File: src/rtl/motor_pkg.sv
// motor_pkg
//   Shared definitions for the two-motor H-bridge ramp controller:
//   register offsets, channel state encodings, command field positions,
//   the target record carried from the APB decode to each channel, and
//   the clamp/step helpers used by the decode and the channel ramp.
package motor_pkg;

  localparam int DUTY_W  = 10;  // holds 0..PERIOD for PERIOD up to 1023
  localparam int GAP_W   = DUTY_W + 1;
  localparam int DIR_BIT = 16;
  localparam int MAG_MSB = 15;
  localparam int MAG_W   = MAG_MSB + 1;

  localparam logic [7:0] CMD_L  = 8'h00;
  localparam logic [7:0] CMD_R  = 8'h04;
  localparam logic [7:0] STATUS = 8'h08;
  localparam logic [7:0] DUTY_R = 8'h0C;

  typedef enum logic [1:0] {
    RUN   = 2'd0,
    BRAKE = 2'd1,
    DEAD  = 2'd2
  } chan_state_e;

  typedef struct packed {
    logic              dir;
    logic [DUTY_W-1:0] mag;
  } target_t;

  // Commanded magnitudes above the PWM period saturate at the period.
  function automatic logic [DUTY_W-1:0] clamp_mag(input logic [MAG_W-1:0] mag,
                                                  input int unsigned       limit);
    if (mag > MAG_W'(limit)) return DUTY_W'(limit);
    return mag[DUTY_W-1:0];
  endfunction

  // Move cur one step toward tgt, landing exactly on tgt when closer than a step.
  function automatic logic [DUTY_W-1:0] step_toward(input logic [DUTY_W-1:0] cur,
                                                    input logic [DUTY_W-1:0] tgt,
                                                    input int unsigned       step);
    logic [GAP_W-1:0] gap;
    if (cur < tgt) begin
      gap = {1'b0, tgt} - {1'b0, cur};
      return (gap <= GAP_W'(step)) ? tgt : cur + DUTY_W'(step);
    end
    if (cur > tgt) begin
      gap = {1'b0, cur} - {1'b0, tgt};
      return (gap <= GAP_W'(step)) ? tgt : cur - DUTY_W'(step);
    end
    return cur;
  endfunction

endpackage

File: src/rtl/motor_ramp_chan.sv
// motor_ramp_chan
//   One motor channel: RUN/BRAKE/DEAD sequencer, duty register, dead-time
//   counter and the A/B bridge-input mapping. Duty moves one STEP per tick;
//   a direction change ramps to zero, idles DEADTIME cycles, then flips.
// Ports
//   clk, rst_n    clock, asynchronous active-low reset
//   tick_i        shared ramp tick (one cycle wide)
//   lock_i        forces duty 0 and RUN; dir is preserved
//   target_i      latest commanded direction/magnitude
//   duty_o        current duty magnitude
//   state_o       current sequencer state
//   pw_a_o/pw_b_o bridge duties; at most one is nonzero
module motor_ramp_chan
  import motor_pkg::*;
#(
  parameter int STEP     = 10,
  parameter int DEADTIME = 50000
) (
  input  logic              clk,
  input  logic              rst_n,
  input  logic              tick_i,
  input  logic              lock_i,
  input  target_t           target_i,
  output logic [DUTY_W-1:0] duty_o,
  output chan_state_e       state_o,
  output logic [31:0]       pw_a_o,
  output logic [31:0]       pw_b_o
);

  localparam int DCW = (DEADTIME > 1) ? $clog2(DEADTIME) : 1;

  chan_state_e       state_q, state_d;
  logic [DUTY_W-1:0] duty_q,  duty_d;
  logic              dir_q,   dir_d;
  logic [DCW-1:0]    dead_q,  dead_d;

  always_comb begin
    // NOTE: every variable gets its hold value first so no path can leave one unassigned (no latch).
    state_d = state_q;
    duty_d  = duty_q;
    dir_d   = dir_q;
    dead_d  = dead_q;
    // Lock takes priority over the tick.
    if (lock_i) begin
      state_d = RUN;
      duty_d  = '0;
      dead_d  = '0;
    end else begin
      unique case (state_q)
        RUN: if (tick_i) begin
          if (target_i.dir != dir_q) state_d = BRAKE;
          else                       duty_d  = step_toward(duty_q, target_i.mag, STEP);
        end
        BRAKE: if (tick_i) begin
          if (duty_q == '0) begin
            state_d = DEAD;
            dead_d  = '0;
          end else begin
            duty_d = step_toward(duty_q, '0, STEP);
          end
        end
        DEAD: begin
          // Counts every cycle, independent of the tick.
          duty_d = '0;
          if (dead_q == DCW'(DEADTIME - 1)) begin
            dir_d   = ~dir_q;
            state_d = RUN;
            dead_d  = '0;
          end else begin
            dead_d = dead_q + 1'b1;
          end
        end
        default: state_d = RUN;
      endcase
    end
  end

  // NOTE: sequential state uses non-blocking assignments so every register samples pre-edge values.
  always_ff @(posedge clk or negedge rst_n) begin
    if (!rst_n) begin
      state_q <= RUN;
      duty_q  <= '0;
      dir_q   <= 1'b0;
      dead_q  <= '0;
    end else begin
      state_q <= state_d;
      duty_q  <= duty_d;
      dir_q   <= dir_d;
      dead_q  <= dead_d;
    end
  end

  assign duty_o  = duty_q;
  assign state_o = state_q;
  assign pw_a_o  = dir_q ? '0 : {{(32-DUTY_W){1'b0}}, duty_q};
  assign pw_b_o  = dir_q ? {{(32-DUTY_W){1'b0}}, duty_q} : '0;

endmodule

File: src/rtl/motor_ramp_ctrl.sv
// motor_ramp_ctrl
//   APB3 slave ramping the four H-bridge PWM duties of two motors toward
//   software targets, with dead-time on reversal and a sensor-loss lockout.
//   Optional feature macro: MOTOR_CMD_TIMEOUT_EN (command watchdog that zeroes
//   both targets after 2^27 cycles without a CMD write; flagged in STATUS[5]).
// Ports
//   PCLK, PRESERN        clock, asynchronous active-low reset
//   PSEL/PENABLE/PWRITE  APB control; PADDR[7:0] decoded; PWDATA write data
//   PRDATA               registered read data (loaded in the setup cycle)
//   PREADY=1, PSLVERR=0  no wait states, no errors
//   sensor               IR receiver, 1 = beam seen
//   pw1..pw4             left A/B, right A/B duties
//   locked               high during lockout
module motor_ramp_ctrl
  import motor_pkg::*;
#(
  parameter int PERIOD    = 1000,
  parameter int RAMP_DIV  = 10000,
  parameter int STEP      = 10,
  parameter int DEADTIME  = 50000,
  parameter int SENSE_CYC = 20000000,
  parameter int LOCK_CYC  = 500000000
) (
  input  logic        PCLK,
  input  logic        PRESERN,
  input  logic        PSEL,
  input  logic        PENABLE,
  input  logic        PWRITE,
  input  logic [31:0] PADDR,
  input  logic [31:0] PWDATA,
  output logic [31:0] PRDATA,
  output logic        PREADY,
  output logic        PSLVERR,
  input  logic        sensor,
  output logic [31:0] pw1,
  output logic [31:0] pw2,
  output logic [31:0] pw3,
  output logic [31:0] pw4,
  output logic        locked
);

  localparam int TW = (RAMP_DIV  > 1) ? $clog2(RAMP_DIV)  : 1;
  localparam int SW = (SENSE_CYC > 1) ? $clog2(SENSE_CYC) : 1;
  localparam int LW = (LOCK_CYC  > 1) ? $clog2(LOCK_CYC)  : 1;

  logic [TW-1:0]     tick_cnt_q, tick_cnt_d;
  logic [SW-1:0]     sense_cnt_q, sense_cnt_d;
  logic [LW-1:0]     lock_cnt_q, lock_cnt_d;
  logic              locked_q, locked_d;
  target_t           tgt_l_q, tgt_l_d, tgt_r_q, tgt_r_d;
  logic [31:0]       prdata_q, prdata_d, rd_data;
  logic              tick, lock_enter, chan_lock, cmd_wr;
  logic [DUTY_W-1:0] duty_l, duty_r;
  chan_state_e       st_l, st_r;
  logic              wd_flag;
  logic [7:0]        addr;
  logic              unused_bits;

  assign addr        = PADDR[7:0];
  assign unused_bits = ^{PADDR[31:8], PWDATA[31:17]};
  assign tick        = (tick_cnt_q == TW'(RAMP_DIV - 1));
  assign lock_enter  = !locked_q && !sensor && (sense_cnt_q == SW'(SENSE_CYC - 1));
  assign chan_lock   = lock_enter || locked_q;
  assign cmd_wr      = PSEL && PENABLE && PWRITE && !locked_q && (addr == CMD_L || addr == CMD_R);

  // Divider, sensor-loss detector and lockout timer.
  always_comb begin
    tick_cnt_d  = tick ? '0 : tick_cnt_q + 1'b1;
    sense_cnt_d = (locked_q || sensor || lock_enter) ? '0 : sense_cnt_q + 1'b1;
    locked_d    = locked_q;
    lock_cnt_d  = '0;
    if (lock_enter) begin
      locked_d = 1'b1;
    end else if (locked_q) begin
      if (lock_cnt_q == LW'(LOCK_CYC - 1)) locked_d = 1'b0;
      else                                 lock_cnt_d = lock_cnt_q + 1'b1;
    end
  end

`ifdef MOTOR_CMD_TIMEOUT_EN
  logic [26:0] wd_cnt_q, wd_cnt_d;
  logic        wd_to_q, wd_to_d;
  logic        wd_fire;

  assign wd_fire = (wd_cnt_q == '1) && !wd_to_q;
  assign wd_flag = wd_to_q;

  always_comb begin
    wd_cnt_d = (wd_cnt_q == '1) ? wd_cnt_q : wd_cnt_q + 1'b1;
    wd_to_d  = wd_to_q || wd_fire;
    if (cmd_wr) begin
      wd_cnt_d = '0;
      wd_to_d  = 1'b0;
    end
  end

  always_ff @(posedge PCLK or negedge PRESERN) begin
    if (!PRESERN) begin
      wd_cnt_q <= '0;
      wd_to_q  <= 1'b0;
    end else begin
      wd_cnt_q <= wd_cnt_d;
      wd_to_q  <= wd_to_d;
    end
  end
`else
  logic wd_fire;
  assign wd_fire = 1'b0;
  assign wd_flag = 1'b0;
`endif

  // Target registers: lockout entry beats a same-cycle write; a write beats the watchdog.
  always_comb begin
    tgt_l_d = tgt_l_q;
    tgt_r_d = tgt_r_q;
    if (wd_fire) begin
      tgt_l_d = '0;
      tgt_r_d = '0;
    end
    if (cmd_wr) begin
      if (addr == CMD_L) tgt_l_d = '{dir: PWDATA[DIR_BIT], mag: clamp_mag(PWDATA[MAG_MSB:0], PERIOD)};
      else               tgt_r_d = '{dir: PWDATA[DIR_BIT], mag: clamp_mag(PWDATA[MAG_MSB:0], PERIOD)};
    end
    if (lock_enter) begin
      tgt_l_d = '0;
      tgt_r_d = '0;
    end
  end

  always_comb begin
    rd_data = '0;
    unique case (addr)
      STATUS: begin
        rd_data[0]     = locked_q;
        rd_data[2:1]   = st_l;
        rd_data[4:3]   = st_r;
        rd_data[5]     = wd_flag;
        rd_data[25:16] = duty_l;
      end
      DUTY_R:  rd_data[DUTY_W-1:0] = duty_r;
      default: rd_data = '0;
    endcase
    prdata_d = (PSEL && !PENABLE) ? rd_data : prdata_q;
  end

  always_ff @(posedge PCLK or negedge PRESERN) begin
    if (!PRESERN) begin
      tick_cnt_q  <= '0;
      sense_cnt_q <= '0;
      lock_cnt_q  <= '0;
      locked_q    <= 1'b0;
      tgt_l_q     <= '0;
      tgt_r_q     <= '0;
      prdata_q    <= '0;
    end else begin
      tick_cnt_q  <= tick_cnt_d;
      sense_cnt_q <= sense_cnt_d;
      lock_cnt_q  <= lock_cnt_d;
      locked_q    <= locked_d;
      tgt_l_q     <= tgt_l_d;
      tgt_r_q     <= tgt_r_d;
      prdata_q    <= prdata_d;
    end
  end

  motor_ramp_chan #(.STEP(STEP), .DEADTIME(DEADTIME)) u_chan_l (
    .clk      (PCLK),
    .rst_n    (PRESERN),
    .tick_i   (tick),
    .lock_i   (chan_lock),
    .target_i (tgt_l_q),
    .duty_o   (duty_l),
    .state_o  (st_l),
    .pw_a_o   (pw1),
    .pw_b_o   (pw2)
  );

  motor_ramp_chan #(.STEP(STEP), .DEADTIME(DEADTIME)) u_chan_r (
    .clk      (PCLK),
    .rst_n    (PRESERN),
    .tick_i   (tick),
    .lock_i   (chan_lock),
    .target_i (tgt_r_q),
    .duty_o   (duty_r),
    .state_o  (st_r),
    .pw_a_o   (pw3),
    .pw_b_o   (pw4)
  );

  assign PRDATA  = prdata_q;
  assign PREADY  = 1'b1;
  assign PSLVERR = 1'b0;
  assign locked  = locked_q;

endmodule

File: config.mk
export PLATFORM = sky130hd
export DESIGN_NAME = motor_ramp_ctrl
export DESIGN_NICKNAME = d
export VERILOG_FILES = /design/src/rtl/motor_pkg.sv /design/src/rtl/motor_ramp_chan.sv /design/src/rtl/motor_ramp_ctrl.sv
export SDC_FILE = /design/constraint.sdc
export NUM_CORES = 1
export LEC_CHECK = 0
export BUFFER_PORTS_ARGS = -buffer_cell sky130_fd_sc_hd__buf_2
export CORE_ASPECT_RATIO = 0.7
export CORE_MARGIN = 2
export CORE_UTILIZATION = 43
export CTS_BUF_LIST = sky130_fd_sc_hd__clkbuf_16
export CTS_CLUSTER_DIAMETER = 120
export DETAILED_ROUTE_END_ITERATION = 10
export GPL_ROUTABILITY_DRIVEN = 0
export PLACE_DENSITY_LB_ADDON = 0.25
export SLEW_MARGIN = 20
export SYNTH_ARGS = -nofsm -noshare
export SYNTH_HDL_FRONTEND = slang
export SYNTH_SLANG_ARGS = --single-unit
File: constraint.sdc
create_clock -name PCLK -period 4.45 [get_ports PCLK]
set_input_delay 0.6675 -clock PCLK [delete_from_list [all_inputs] [get_ports PCLK]]
set_output_delay 0.6675 -clock PCLK [all_outputs]
set_load 0.02 [all_outputs]
==> out/qor.csv <==
metric,value,unit
fmax,0.257,GHz
Yosys reg bits,169,
yosys warns,0,
Sink Count,169,
measured slew at the worst slew-check pin,1.01,ns
share of flip-flops with an asynchronous set or reset,100,%
Pwr per Cell Area,229,nW/um^2
most frequent cells in the layout,"nor2_1 (200), dfrtp_1 (169), nand2_1 (113)",
WL per Instance,16.1,microns
Most common cell on crit path,a21oi_1,
number of port buffers,91,
Clock Latency Late Sink,0.44,ns
Period minus WS final,3.89,ns
Vias,10844,
Final Instance Area,13900,sq um
Setup Skew,0.0139,ns
DIE AREA,31300,sq um
FF-to-FF End,u_chan_l.duty_o[5],
WL met3,1810,microns
Final setup viols,0,
synth unique cells,92,
leakage power,0.00622,uW
Critical Path RT,4.77,ns
Placed Area,13300,sq um
initial core utilization,44.1,%
DRT met1 WL,16400,microns
status,completed,
CTS tree,yes,
TritonCTS Buffers,17,
Setup TNS Final,0,ns
"slowest stage delay, CP",0.76,ns
total gr overflow,0,
drt pass-1 iters,5,
crit start category,flip-flop,
initial antenna violation count,2,
Crit-path slowest cell,a21oi_1,
pin count of the biggest net entering global routing,93,
max layer used,met4,
CP max FO,15,
CORE AREA,29100,sq um
"Hold Vio Cnt, Final",0,
CP Capture Type,flip-flop,
R2R depth,11,
Synth Flop Type,dfrtp_1,
die width,211,microns
Final Net Count,1741,
RSZ-0062 raised after global routing,no,
Max-Cap Viols,0,
drt drc,0,
fillers,2865,
post-CTS setup buffer count,0,
kind of critical path,flip-flop to flip-flop,
Slew HR,32.0,%
Synth top area share,32.9,%
Post-synth EDFFs,0,
register area share after synthesis,32.9,%
global-route usage over all layers,20.7,%
Worst Hold Class,input port to async pin,
maximum vdd drop,0.235,mV
synth-to-layout area growth,8.17,%
share of cells above drive strength 1,11.3,%
met2 wire length,13500,microns
RR Startpoint,u_chan_l.duty_o[5],
"Clk pin slew, worst setup/hold paths",0.07,ns
worst path cell trace,ha_1 -> nand4_1 -> a21oi_1 -> or3_1 -> nand2_1 -> a21oi_1 -> buf_4 -> nand2b_1 -> o31ai_1 -> o22ai_1 -> a21o_1,
Ports,233,
final wirelength,32200,microns
num rows,52,
Bufs on Longest Clock Path,2,
Mean Syn Cell Area,8.34,sq um
Mapped Area,12800,sq um
H-Tree Depth,4,
Area contributors post-synth,"dfrtp_1 (33%), ha_1 (6.1%), buf_4 (6.1%)",
Pins Over Slew Limit,0,
Mapped Cells,1540,
vias per inst,5.43,
Routed Antenna Nets,0,
"most common cell after layout, fill and taps aside",nor2_1,
first-pass GRT wire length,52300,microns
Resize count post-CTS,0,
"area leader, netlist",dfrtp_1,
drt first-iter violations,897,
clock root buffer,clkbuf_16,
cts hold-fix bufs,0,
worst path arrival time,4.21,ns
dpl hpwl,24100,microns
Die H,149,microns
r2r setup slk,0.56,ns
final worst-path cycle share,87.4,%
vias in the first global route,9952,
==> how the worst max path moves through the flow <==
stage	startpoint	end	slack, ns	cells past startpoint
after floorplan	u_chan_l.duty_o[3]	u_chan_l.duty_o[2]	1.37	12
after global placement	u_chan_l.duty_o[5]	u_chan_l.duty_o[5]	0.74	11
after detailed placement	u_chan_l.duty_o[5]	u_chan_l.duty_o[5]	0.63	11
after CTS	u_chan_l.duty_o[5]	u_chan_l.duty_o[5]	0.61	11
after global routing	u_chan_l.duty_o[5]	u_chan_l.duty_o[5]	0.22	11
final	u_chan_l.duty_o[5]	u_chan_l.duty_o[5]	0.56	11
==> cell type report <==
| type | count | area, sq um | share of cell area, % |
|---|---|---|---|
| antenna | 1 | 2.50 | 0.0180 |
| clock inverter | 15 | 165 | 1.19 |
| multi-input combinational | 1238 | 7730 | 55.7 |
| clock buffer | 17 | 425 | 3.06 |
| inverter | 69 | 259 | 1.86 |
| sequential | 169 | 4230 | 30.4 |
| timing repair buffer | 109 | 609 | 4.38 |
| tap | 378 | 473 | 3.40 |
==> report_power, final <==
| part | internal [uW] | switching (uW) | total [uW] |
|---|---|---|---|
| Sequential | 1540 | 0.109 | 1540 |
| Combinational | 16.6 | 124 | 141 |
| Clock | 840 | 672 | 1510 |
==> registers in the layout, summed over array words and instances (netlist names), 2 cells and up <==
name	flops
PRDATA	20
lock_cnt_q	29
sense_cnt_q	25
tgt_l_q	11
tgt_r_q	11
tick_cnt_q	14
u_chan_l.dead_q	16
u_chan_l.duty_o	10
u_chan_l.state_o	2
u_chan_r.dead_q	16
u_chan_r.duty_o	10
u_chan_r.state_o	2
==> worst max-delay path, delay by kind of cell (launching register included) <==
family	cells	cell delay, ns
AND/OR/NAND/NOR	4	0.81
flip-flops	1	0.52
adder cells (fa/ha/maj)	1	0.58
buffers and inverters	1	0.32
AO/OA/AOI/OAI	5	1.55
==> cells in the mapped netlist (all sizes together) (5+ instances only) <==
library cell    n
o21a           10
and3           23
dfrtp         169
nor3           40
nor4           20
o31ai          11
o21ai          81
nand2         113
a31oi           6
o221ai          6
nor2          201
o21bai          5
o32ai           6
buf           125
xor2           56
a211oi         25
nor2b          12
nor3b           8
o211ai          7
or3            20
or4             6
o41ai           5
inv            67
or2             7
xnor2          39
mux2i          17
a21o           13
a2111oi         5
nand2b         25
nand4          22
a22o           19
o22ai          12
clkbuf         39
a21oi          79
a211o           5
ha             63
nand3          83
and2           26
==> stage by stage <==
| step | hold slack (ns) | cells | setup WS [ns] | power [uW] | utilization [%] |
|---|---|---|---|---|---|
| 6_report | 0.284 | 1996 | 0.562 | 3190 | 47.7 |
| 5_1_grt | 0.366 | 1996 | 0.223 | 3300 | 47.7 |
| 4_1_cts | 0.327 | 1995 | 0.606 | 3230 | 47.6 |
| 3_5_place_dp | 0.478 | 1963 | 0.631 | 1710 | 45.6 |
| 3_3_place_gp | 0.476 | 1963 | 0.743 | 1710 | 45.6 |
| 2_1_floorplan | 0.372 | 1640 | 1.37 | 1720 | - |
==> cell families after synthesis <==
group,share of synthesized area [%]
AND/OR/NAND/NOR,24.6
AO/OA/AOI/OAI,17.4
buffers and inverters,10.1
flip-flops,32.9
XOR/XNOR,6.48
adder cells (fa/ha/maj),6.76
multiplexers,1.69
other,0.0585
==> metal layers <==
metal | track usage, % | up-vias
met5 | 0 | -
met4 | 5.25 | 0
met3 | 3.86 | 35
met2 | 29.2 | 305
met1 | 32.2 | 5154
li1 | - | 5350
(Power assumes the default switching activity.)
